[src/rtl/rtc_campos_pkg.sv]
// Shared field codes, per-field BCD limits, RTC register map and BCD step helpers
// for the date/time/timer field editor.
package rtc_campos_pkg;

    localparam logic [3:0] F_NONE    = 4'd0;
    localparam logic [3:0] F_CLK_SEG = 4'd1;
    localparam logic [3:0] F_CLK_MIN = 4'd2;
    localparam logic [3:0] F_CLK_HOR = 4'd3;
    localparam logic [3:0] F_DIA     = 4'd4;
    localparam logic [3:0] F_MES     = 4'd5;
    localparam logic [3:0] F_YEAR    = 4'd6;
    localparam logic [3:0] F_TMR_SEG = 4'd7;
    localparam logic [3:0] F_TMR_MIN = 4'd8;
    localparam logic [3:0] F_TMR_HOR = 4'd9;

    // Indexed by field code; entry 0 is the "no field" slot.
    localparam logic [9:0][7:0] CAMPO_MIN  = {8'h00, 8'h00, 8'h00, 8'h00, 8'h01,
                                              8'h01, 8'h00, 8'h00, 8'h00, 8'h00};
    localparam logic [9:0][7:0] CAMPO_MAX  = {8'h23, 8'h59, 8'h59, 8'h99, 8'h12,
                                              8'h31, 8'h23, 8'h59, 8'h59, 8'h00};
    localparam logic [9:0][7:0] CAMPO_ADDR = {8'h43, 8'h42, 8'h41, 8'h26, 8'h25,
                                              8'h24, 8'h23, 8'h22, 8'h21, 8'h00};

    typedef enum logic {ST_IDLE, ST_REQ} commit_st_t;

    function automatic logic bcd_fuera(input logic [7:0] v, input logic [7:0] mn,
                                       input logic [7:0] mx);
        return (v[7:4] > 4'd9) || (v[3:0] > 4'd9) || (v < mn) || (v > mx);
    endfunction

    // Garbage loaded from the RTC snaps to the nearest wrap point.
    function automatic logic [7:0] bcd_inc(input logic [7:0] v, input logic [7:0] mn,
                                           input logic [7:0] mx);
        if (bcd_fuera(v, mn, mx) || v == mx) return mn;
        if (v[3:0] == 4'd9) return {v[7:4] + 4'd1, 4'd0};
        return v + 8'd1;
    endfunction

    function automatic logic [7:0] bcd_dec(input logic [7:0] v, input logic [7:0] mn,
                                           input logic [7:0] mx);
        if (bcd_fuera(v, mn, mx) || v == mn) return mx;
        if (v[3:0] == 4'd0) return {v[7:4] - 4'd1, 4'd9};
        return v - 8'd1;
    endfunction

endpackage

[src/rtl/repetidor_tecla.sv]
// Key auto-repeat: one step the cycle after a press, then after REP_DELAY held
// cycles, then every REP_PERIOD held cycles.
module repetidor_tecla #(
    parameter int REP_DELAY  = 25_000_000,
    parameter int REP_PERIOD = 5_000_000
) (
    input  logic clk,
    input  logic reset,
    input  logic i_clr,
    input  logic i_key,
    output logic o_step
);
    localparam int CW = $clog2((REP_DELAY > REP_PERIOD ? REP_DELAY : REP_PERIOD) + 1);

    logic          r_key_d;
    logic          r_rep;
    logic          r_step;
    logic [CW-1:0] r_cnt;

    // r_key_d keeps tracking during clear so a key held across a clear never fakes a press.
    always_ff @(posedge clk) begin
        if (reset) begin
            r_key_d <= 1'b0;
            r_rep   <= 1'b0;
            r_step  <= 1'b0;
            r_cnt   <= '0;
        end else begin
            r_key_d <= i_key;
            r_step  <= 1'b0;
            if (i_clr || !i_key) begin
                r_cnt <= '0;
                r_rep <= 1'b0;
            end else if (!r_key_d) begin
                r_step <= 1'b1;
                r_cnt  <= '0;
                r_rep  <= 1'b0;
            end else if (r_cnt == CW'(r_rep ? REP_PERIOD - 1 : REP_DELAY - 1)) begin
                r_step <= 1'b1;
                r_cnt  <= '0;
                r_rep  <= 1'b1;
            end else begin
                r_cnt <= r_cnt + 1'b1;
            end
        end
    end

    assign o_step = r_step;

endmodule

[src/rtl/editor_campos.sv]
// Nine BCD clock/date/timer fields edited with up/down keys; dirty fields are
// written back to the RTC one at a time through a req/ack handshake.
module editor_campos
    import rtc_campos_pkg::*;
#(
    parameter int REP_DELAY  = 25_000_000,
    parameter int REP_PERIOD = 5_000_000
) (
    input  logic       clk,
    input  logic       reset,
    input  logic       edit_en,
    input  logic [3:0] puntero,
    input  logic       arriba,
    input  logic       abajo,
    input  logic       ld_en,
    input  logic [3:0] ld_idx,
    input  logic [7:0] ld_data,
    output logic [7:0] campo_val,
    output logic       wr_req,
    output logic [7:0] wr_addr,
    output logic [7:0] wr_data,
    input  logic       wr_ack
);
    logic            w_sel_ok, w_both, w_clr;
    logic            w_up_step, w_dn_step, w_inc, w_dec;
    logic [9:1][7:0] r_campo;
    logic [9:1]      r_dirty;
    logic [3:0]      w_pick;
    logic [7:0]      w_pick_addr, w_pick_data;
    logic            w_latch;
    logic [7:0]      r_wr_addr, r_wr_data;
    commit_st_t      r_st, w_st_nx;

    assign w_sel_ok = edit_en && (puntero >= F_CLK_SEG) && (puntero <= F_TMR_HOR);
    assign w_both   = arriba && abajo;
    assign w_clr    = !w_sel_ok || w_both;

    repetidor_tecla #(.REP_DELAY(REP_DELAY), .REP_PERIOD(REP_PERIOD)) u_rep_arriba (
        .clk(clk), .reset(reset), .i_clr(w_clr), .i_key(arriba), .o_step(w_up_step));
    repetidor_tecla #(.REP_DELAY(REP_DELAY), .REP_PERIOD(REP_PERIOD)) u_rep_abajo (
        .clk(clk), .reset(reset), .i_clr(w_clr), .i_key(abajo), .o_step(w_dn_step));

    assign w_inc = w_up_step && !w_dn_step && w_sel_ok && !w_both;
    assign w_dec = w_dn_step && !w_up_step && w_sel_ok && !w_both;

    always_comb begin
        campo_val = 8'h00;
        for (int i = 1; i <= 9; i++)
            if (puntero == 4'(i)) campo_val = r_campo[i];
    end

    // A step needs puntero on the field, which also makes it ineligible, so the
    // dirty set and the commit clear never land on the same field together.
    always_ff @(posedge clk) begin
        if (reset) begin
            for (int i = 1; i <= 9; i++) r_campo[i] <= CAMPO_MIN[i];
            r_dirty <= '0;
        end else begin
            for (int i = 1; i <= 9; i++) begin
                if (puntero == 4'(i) && (w_inc || w_dec)) begin
                    r_campo[i] <= w_inc ? bcd_inc(r_campo[i], CAMPO_MIN[i], CAMPO_MAX[i])
                                        : bcd_dec(r_campo[i], CAMPO_MIN[i], CAMPO_MAX[i]);
                    r_dirty[i] <= 1'b1;
                end else begin
                    if (ld_en && ld_idx == 4'(i) && !r_dirty[i] && !(edit_en && puntero == 4'(i)))
                        r_campo[i] <= ld_data;
                    if (w_latch && w_pick == 4'(i))
                        r_dirty[i] <= 1'b0;
                end
            end
        end
    end

    // Descending scan so the lowest eligible code is the one left standing.
    always_comb begin
        w_pick      = 4'd0;
        w_pick_addr = 8'h00;
        w_pick_data = 8'h00;
        for (int i = 9; i >= 1; i--) begin
            if (r_dirty[i] && (!edit_en || puntero != 4'(i))) begin
                w_pick      = 4'(i);
                w_pick_addr = CAMPO_ADDR[i];
                w_pick_data = r_campo[i];
            end
        end
    end

    always_ff @(posedge clk) begin
        if (reset) begin
            r_st      <= ST_IDLE;
            r_wr_addr <= 8'h00;
            r_wr_data <= 8'h00;
        end else begin
            r_st <= w_st_nx;
            if (w_latch) begin
                r_wr_addr <= w_pick_addr;
                r_wr_data <= w_pick_data;
            end
        end
    end

    always_comb begin
        w_st_nx = r_st;
        w_latch = 1'b0;
        wr_req  = 1'b0;
        case (r_st)
            ST_IDLE: if (w_pick != F_NONE) begin
                w_latch = 1'b1;
                w_st_nx = ST_REQ;
            end
            ST_REQ: begin
                wr_req = 1'b1;
                if (wr_ack) w_st_nx = ST_IDLE;
            end
            default: w_st_nx = ST_IDLE;
        endcase
    end

    assign wr_addr = r_wr_addr;
    assign wr_data = r_wr_data;

endmodule
[config.mk]
export PLATFORM = sky130hd
export DESIGN_NAME = editor_campos
export DESIGN_NICKNAME = d
export VERILOG_FILES = /design/src/rtl/rtc_campos_pkg.sv /design/src/rtl/repetidor_tecla.sv /design/src/rtl/editor_campos.sv
export SDC_FILE = /design/constraint.sdc
export NUM_CORES = 1
export LEC_CHECK = 0
export ABC_AREA = 1
export BUFFER_PORTS_ARGS = -buffer_cell sky130_fd_sc_hd__buf_4
export CORE_MARGIN = 5
export CORE_UTILIZATION = 40
export DETAILED_ROUTE_END_ITERATION = 8
export PLACE_DENSITY_LB_ADDON = 0.12
export SKIP_CTS_REPAIR_TIMING = 1
export SYNTH_ARGS = -nofsm -noshare
export SYNTH_HDL_FRONTEND = slang
export SYNTH_SLANG_ARGS = --single-unit
[constraint.sdc]
create_clock -name clk -period 2.1 [get_ports clk]
set_input_delay 0.105 -clock clk [delete_from_list [all_inputs] [get_ports clk]]
set_output_delay 0.105 -clock clk [all_outputs]
set_load 0.02 [all_outputs]
[Yosys cells after proc, flatten, opt, wreduce, memory -nomap -nowiden]
Cells that the tools add are included.
Operators by class
  add/sub/neg operators: 38
  $lt $le $gt $ge: 38
  eq/ne operators: 58
  muxes and demuxes: 290
  bitwise operators: 3
  reductions and logical operators: 196
Operators by type and width (count)
  $mux W8: 125
  $mux W1: 152
  $add A8 B1 Y8 const B: 9
  $gt A4 B4 Y1 const B: 18
  $logic_and A1 B1 Y1: 72
  $lt A8 B1 Y1 const B: 9
  $sub A8 B1 Y8 const B: 9
  $eq A4 B4 Y1 const B: 15
  $logic_or A1 B1 Y1: 58
  $logic_not A8 Y1: 7
  $add A25 B1 Y25 const B: 2
  $eq A25 B25 Y1: 2
  $mux W25: 2
  $eq A4 B3 Y1 const B: 12
  $add A4 B1 Y4 const B: 9
  $logic_not A4 Y1: 9
  $mux W4: 9
  $reduce_bool A2 Y1: 18
  $sub A4 B1 Y4 const B: 9
  $eq A8 B7 Y1 const B: 4
  $gt A8 B7 Y1 const B: 4
  $logic_not A1 Y1: 25
  $eq A4 B2 Y1 const B: 6
  $eq A8 B6 Y1 const B: 3
  20 further kinds: 35
Word-level totals
  register bits: 154
  input port bits: 23
  output and inout bits: 25
  logic and storage cells: 652

[Depth between registers and ports, before layout]
Gate-level depths: netlist of run 1.
  depth in word-level cells: 18
  gate-level depth with buffers: 19
  depth with buffers taken out: 18

[By module]
Synthesis of run 1 repeated with hierarchy kept, for this count alone.
Unflattened totals
  cell total of the unflattened synthesis: 2106
  area, all modules: 12802.3 sq um
Modules (own cells, without submodules)
  editor_campos: times used 1, cells an instance 1643, area each 9686.8 sq um, sequential area each 1901.8 sq um
  repetidor_tecla (u_rep_arriba): times used 1, cells an instance 232, area each 1580.3 sq um, sequential area each 560.5 sq um
  repetidor_tecla (u_rep_abajo): times used 1, cells an instance 231, area each 1535.2 sq um, sequential area each 560.5 sq um

[Worst setup path after synthesis of run 1]
Ideal clock, no wire load.
  kind: reg-to-reg
  from: reg r_campo[41] (netlist bit)
  to: reg r_campo[46] (netlist bit)
  setup time: 74 ps
  data arrival time: 1862 ps
  data required time: 2026 ps
  slack: 164 ps
  cell stages (with the launch flop): 12
  path buffers: 0
  period minus slack after synthesis: 1936 ps
  path through: dfxtp_1 -> inv_1 -> ha_1 -> nand3_1 -> or2_2 -> nand3_1 -> nand2_1 -> a21oi_1 -> nand2_1 -> a21oi_1 -> o21ai_0 -> a31oi_1
Between the ends
  longest elaborated chain between the ends: 11
  elaborated cells on any way between the ends: 36
  those cells by class: add/sub (2); order compare (3); eq/ne (2); mux (22); reduce/logical (7)
RTL lines
  start, declared: line editor_campos.sv:26  | logic [9:1][7:0] r_campo;
  start signal, assigned by index: line editor_campos.sv:61  | r_campo[i] <= w_inc ? bcd_inc(r_campo[i], CAMPO_MIN[i], CAMPO_MAX[i])
  start signal, assigned by index: line editor_campos.sv:66  | r_campo[i] <= ld_data;
  branches (longest 9 deep; another with $lt A8 B1 Y1)
  $mux W8 (*): line editor_campos.sv:61
  $mux W8 (*): line editor_campos.sv:60  | if (puntero == 4'(i) && (w_inc || w_dec)) begin
Every way passes the cells marked *. The select of a mux whose other input is x is not followed.
A chain may end at the register's enable or synchronous reset.

[Final worst setup path of run 1]
  from: reg r_campo[39] (netlist bit)
  to: out campo_val[7]
Between the ends
  longest elaborated chain between the ends: 5
RTL lines
  $mux W8 (5 in a row): line editor_campos.sv:49  | if (puntero == 4'(i)) campo_val = r_campo[i];
  end, declared: line editor_campos.sv:18  | output logic [7:0] campo_val,
No other way between the ends.

==> metrics.json, run 1 <==
{
  "routed_via_count": 14270,
  "routed_wire_length_per_instance_um": 16.96,
  "die_w_um": 184.6,
  "die_height_um": 184.6,
  "drive_gt1_frac": 0.1801,
  "dpl_worst_slack_ns": -0.01507,
  "synth.cells.most_frequent": "475 x nand2_1, 263 x inv_1, 210 x nor2_1",
  "register_area_share_after_synthesis": 0.2480,
  "crit_path_end_kind": "primary output",
  "synth_fa_ha_area_frac": 0.05029,
  "floorplan.initialDensity": 0.4017,
  "post_synth.cell_area_avg_um2": 6.035,
  "power.density_cell_area_mw_per_mm2": 480.4,
  "crit_start_category": "register",
  "drc": 0,
  "worst_hold_slack_ns": 0.005028,
  "grt_busiest_layer": "met2",
  "finalSetupViolations": 2,
  "total_number_of_clock_tree_sinks": 151,
  "firstDrtPassIters": 6,
  "dp_cells": 2571,
  "synth.lib_cells_used.distinct": 50,
  "layout_min_cycle_time_ns": 2.117,
  "area_fraction_in_compound_gates_after_synthesis": 0.2112,
  "grt_util_met2": 0.4074,
  "grt_use_met1": 0.3547,
  "power_leakage_nw": 6.685,
  "detailed_place.area_mm2": 0.01406,
  "grt_first_pass_wirelength_um": 69810,
  "synth_flop_cell": "dfxtp_1",
  "violations": "negative setup slack",
  "dp.final_hpwl_um": 33940,
  "root_buffer": "clkbuf_16",
  "die_area_mm2": 0.03407,
  "yosysWarningCount": 0,
  "tightestPinTransition_ns": 0.5629,
  "antenna_left": 0,
  "syn_to_final_growth_pct": 25.15,
  "numCtsBuffers": 17,
  "use_met3": 0.03473,
  "detail_route.wirelength_um": 44490,
  "ys_async_sr_fraction": 0,
  "overflow": 0,
  "skew_ns": 0.01282,
  "via_count_of_the_first_global_routing_pass": 13070,
  "xor_xnor_share_of_the_synthesized_area": 0.03520,
  "critPathRequiredTime_ns": 2.00,
  "placeableCoreArea_mm2": 0.03035,
  "final-hold-violation-count": 0,
  "layout.cell_area.non_filler_mm2": 0.01526,
  "number_of_antenna_violations_at_the_first_check_in_global_routing": 1,
  "synth-edff-count": 0,
  "routed_via_density": 5.442,
  "final_non_filler_cell_total": 2623,
  "n_fill_cell": 3120,
  "tritoncts": "built",
  "synthMostInstantiatedCell": "nand2_1",
  "gpl.final_weighted_congestion": 1.008,
  "netlist_top_cells_area": "dfxtp_1 25%, nand2_1 15%, o21ai_0 8.5%",
  "numPortBuffers": 44,
  "htreeDepth": 4,
  "cts_buffer_depth": 2,
  "synth_top_family_by_area": "simple AND/OR/NAND/NOR gates",
  "rsz0062_at_grt": "true",
  "ioPinCount": 48,
  "setup_tns_final_ns": -0.01957,
  "synthDominantAreaCellType": "dfxtp_1",
  "post_synthesis_mux_area_share": 0,
  "drtIter0Drc": 1323,
  "num_antenna_cells": 0,
  "post-route-period-util": 1.008,
  "final_stage_net_count": 2286,
  "netlist.area_leader.share": 0.2480,
  "outcome": "complete, but fails checks",
  "worst_slew_margin_rel": 0.6247,
  "hp-class": "in2reg",
  "syn-instance-count": 2020,
  "cap_viol_max_count": 0,
  "syn_area_mm2": 0.01219,
  "post_synth_and_or_nand_nor_area_fraction": 0.3480,
  "worst_setup_hold_path_clk_slew_ns": 0.07,
  "groute.usage.overall": 0.2557,
  "slew_violations": 0,
  "ffs_latches_synth": 151,
  "fmax_mhz": 472.4,
  "std_cell_rows": 64,
  "grt_start_max_net_pins": 45,
  "worst_skew_pair.late_latency_ns": 0.45,
  "cp_data_arrival_time_ns": 2.01,
  "post-route-worst-setup-slack_ns": -0.01675,
  "criticalPathCategory": "reg2out",
  "cp_max_fo": 4,
  "vdd_ir_drop_max_mv": 0.5134
}
critical path: stages, from the launching register on:
cell and delay, ns:
dfxtp_1 0.38, inv_2 0.11, nor2_1 0.07, nor4_2 0.27, buf_4 0.18, o2111ai_1 0.17
o21ai_1 0.13, o21ai_0 0.10, buf_4 0.16
cell type report:
type                            instances  area [um2]  share of cell area
Multi-Input combinational cell       1537        8158              0.5347
Sequential cell                       151        3050              0.2000
Timing Repair Buffer                  228        1856              0.1216
Inverter                              279        1052             0.06897
Tap cell                              396       495.5             0.03248
Clock buffer                           18       429.2             0.02813
Clock inverter                         14       215.2             0.01411
flip-flops by register name, indices dropped and copies added, names as in the netlist, 5 cells and up:
register / count
r_dirty: 9
wr_addr: 5
wr_data: 8
r_campo: 72
u_rep_abajo.r_cnt: 25
u_rep_arriba.r_cnt: 25
path summary, 6_finish.rpt:
path	start	endpoint	slack (ns)	cells after the start
worst min register to register	u_rep_abajo.r_cnt[0]	u_rep_abajo.r_cnt[0]	0.45	1
worst max register to register	r_campo[49]	r_campo[49]	0.13	9
worst max-delay path	r_campo[39]	campo_val[7]	-0.02	8
worst min-delay path	ld_data[6]	r_campo[70]	0.005	3
kinds of logic after synthesis:
family,count (synthesis)
AO/OA/AOI/OAI,460
XOR/XNOR,49
adder cells (fa/ha/maj),49
buffers and inverters,334
flip-flops,151
other,1
AND/OR/NAND/NOR,976
cell usage in the layout (no fill, tap or decap), types with 7 or more instances in the layout:
cell         n
nand2_1    471
inv_1      238
buf_4      207
o21ai_0    197
nor2_1     195
a21oi_1    139
nand3_1    138
dfxtp_1    137
ha_1        45
nor3_1      44
xor2_1      40
nand4_1     34
inv_2       33
nor2_2      19
o211ai_1    19
a31oi_1     18
clkbuf_16   17
nor4_1      16
o22ai_1     13
nand2_2     12
or2_2       11
a21oi_2     10
dfxtp_2     10
nor2_4       9
o21ai_1      9
xnor2_1      9
buf_6        9
o2111ai_1    8
nor3b_1      8
buf_12       8
o31ai_1      7
o221ai_1     7
metal layers:
metal,wire [um],part of all wire,up-vias
li1,-,-,7077
met1,20340,0.46,6550
met2,19930,0.45,561
met3,2944,0.066,84
met4,1253,0.028,2
met5,14,0.00031,-
through the flow:
stage	total power [mW]	utilization
finish	7.328	0.5027
detailed placement	3.846	0.4634
global placement	3.848	0.4634
CTS	7.323	0.4846
global route	7.595	0.5027
floorplan	3.483	-
power breakdown:
part           total, mW  internal [mW]  switching (mW)  leakage [nW]
clock               3.48           2.03            1.45         0.300
combinational      0.915          0.331           0.583          5.16
sequential          2.93           2.90          0.0381          1.23
Note: power is estimated with default switching activity, not from simulation.
==> inputs of run 2 (changes only) <==
==> constraint.sdc (replaced) <==
create_clock -name clk -period 2.4 [get_ports clk]
set_input_delay 0.12 -clock clk [delete_from_list [all_inputs] [get_ports clk]]
set_output_delay 0.12 -clock clk [all_outputs]
set_load 0.02 [all_outputs]
==> metrics.json, run 2 (synthesis gave the netlist of run 1 again) <==
{
  "grt_start_max_net_pins": 59,
  "final-hold-violation-count": 0,
  "finalSetupViolations": 0,
  "cp_max_fo": 8,
  "drc": 0,
  "root_buffer": "clkbuf_16",
  "detailed_place.area_mm2": 0.01348,
  "placeableCoreArea_mm2": 0.03035,
  "cp_data_arrival_time_ns": 2.24,
  "worst_skew_pair.late_latency_ns": 0.44,
  "drive_gt1_frac": 0.1107,
  "die_w_um": 184.6,
  "layout.cell_area.non_filler_mm2": 0.01417,
  "htreeDepth": 4,
  "power_mw": 5.991,
  "routed_via_count": 13870,
  "routed_via_density": 5.469,
  "worst_hold_slack_ns": 0.03382,
  "dp_cells": 2497,
  "timing.critical_path.max_delay_family": "compound AO/OA/AOI/OAI gates",
  "number_of_antenna_violations_at_the_first_check_in_global_routing": 1,
  "total_number_of_clock_tree_sinks": 151,
  "reg_top3": "r_campo x72, u_rep_abajo.r_cnt x25, u_rep_arriba.r_cnt x25",
  "final_stage_net_count": 2200,
  "regMostFlops": "r_campo",
  "via_count_of_the_first_global_routing_pass": 12690,
  "drtIter0Drc": 1200,
  "num_antenna_cells": 0,
  "routed_wire_length_per_instance_um": 16.92,
  "power_leakage_nw": 6.154,
  "layout_min_cycle_time_ns": 2.355,
  "die_area_mm2": 0.03407,
  "critPathRequiredTime_ns": 2.28,
  "numPortBuffers": 44,
  "timing.reg2reg.worst_path_depth": 10,
  "ioPinCount": 48,
  "dpl_worst_slack_ns": 0.04861,
  "worst_setup_hold_path_clk_slew_ns": 0.07,
  "final_non_filler_cell_total": 2537,
  "power.density_cell_area_mw_per_mm2": 422.7,
  "firstDrtPassIters": 6,
  "tritoncts": "built",
  "fmax_mhz": 424.6,
  "worstPathCellList": "inv_1 > o22ai_1 > a21oi_1 > nand4_1 > o21ai_0 > o2111ai_1 > buf_4",
  "most-common-layout-cells": "474 x nand2_1, 258 x inv_1, 207 x nor2_1",
  "outcome": "complete, no violations",
  "die_height_um": 184.6,
  "critical_path_depth": 7,
  "max_reg_flops": 72,
  "grt_first_pass_wirelength_um": 67740,
  "tightestPinTransition_ns": 0.6369,
  "fin_util": 0.4671,
  "groute.usage.overall": 0.2477,
  "dp.final_hpwl_um": 32710,
  "gpl.final_weighted_congestion": 0.9704,
  "timing.critical_path.slowest_stage_cell": "dfxtp_1",
  "cts_buffer_depth": 2,
  "worst_slew_margin_rel": 0.5738,
  "post-route-worst-setup-slack_ns": 0.04479,
  "mostFrequentLayoutCell": "nand2_1",
  "setup_tns_final_ns": 0,
  "worstHoldPathCells": 3,
  "hp-class": "in2reg",
  "detail_route.wirelength_um": 42920,
  "number_of_buffer_and_inverter_instances_along_the_worst_setup_path": 2,
  "std_cell_rows": 64,
  "post-route-period-util": 0.9813,
  "slew_violations": 0,
  "crit_start_category": "register",
  "skew_ns": 0.01186,
  "criticalPathCategory": "reg2out",
  "syn_to_final_growth_pct": 16.28,
  "floorplan.initialDensity": 0.4017,
  "vdd_ir_drop_max_mv": 0.4450,
  "antenna_left": 0,
  "overflow": 0,
  "cap_viol_max_count": 0,
  "crit_path_end_kind": "primary output",
  "worst_path_largest_cell_delay_ns": 0.40,
  "numCtsBuffers": 17
}
[run 2: cell type report]
| cell class | count | area [um2] |
|---|---|---|
| fill | 3249 | 16170 |
| multi-input combinational | 1537 | 7916 |
| tap | 396 | 495.5 |
| clock buffer | 20 | 456.7 |
| inverter | 279 | 1055 |
| sequential | 151 | 3024 |
| clock inverter | 12 | 113.9 |
| timing repair buffer | 142 | 1114 |
[run 2: tightest hold or removal path, delay by kind of cell]
kind	cells	cell delay, ns
buffers and inverters	1	0.16
and+or+nand+nor	1	0.07
AOI/OAI and AO/OA	1	0.07
[run 2: final timing paths]
| kind | slack (ns) | endpoint | from |
|---|---|---|---|
| hold reg to reg | 0.45 | u_rep_abajo.r_cnt[0] | u_rep_abajo.r_cnt[0] |
| hold / removal | 0.03 | r_campo[58] | ld_data[2] |
| setup / recovery | 0.04 | campo_val[6] | r_campo[14] |
| setup reg to reg | 0.26 | u_rep_abajo.r_cnt[23] | u_rep_abajo.r_cnt[2] |
[run 2: metal layers]
layer / track usage / vias up / part of all wire
met5: 0 / - / 0
met4: 0.08607 / 0 / 0.032
met3: 0.03809 / 77 / 0.066
met2: 0.3904 / 489 / 0.45
met1: 0.3450 / 6382 / 0.46
li1: - / 6926 / -
[run 2: report_power, final]
| group | internal (mW) | total, mW | leakage [nW] | switching, mW |
|---|---|---|---|---|
| Sequential | 2.54 | 2.57 | 1.22 | 0.0345 |
| Combinational | 0.230 | 0.705 | 4.66 | 0.476 |
| Clock | 1.50 | 2.71 | 0.270 | 1.22 |
| Total | 4.26 | 5.99 | 6.15 | 1.73 |
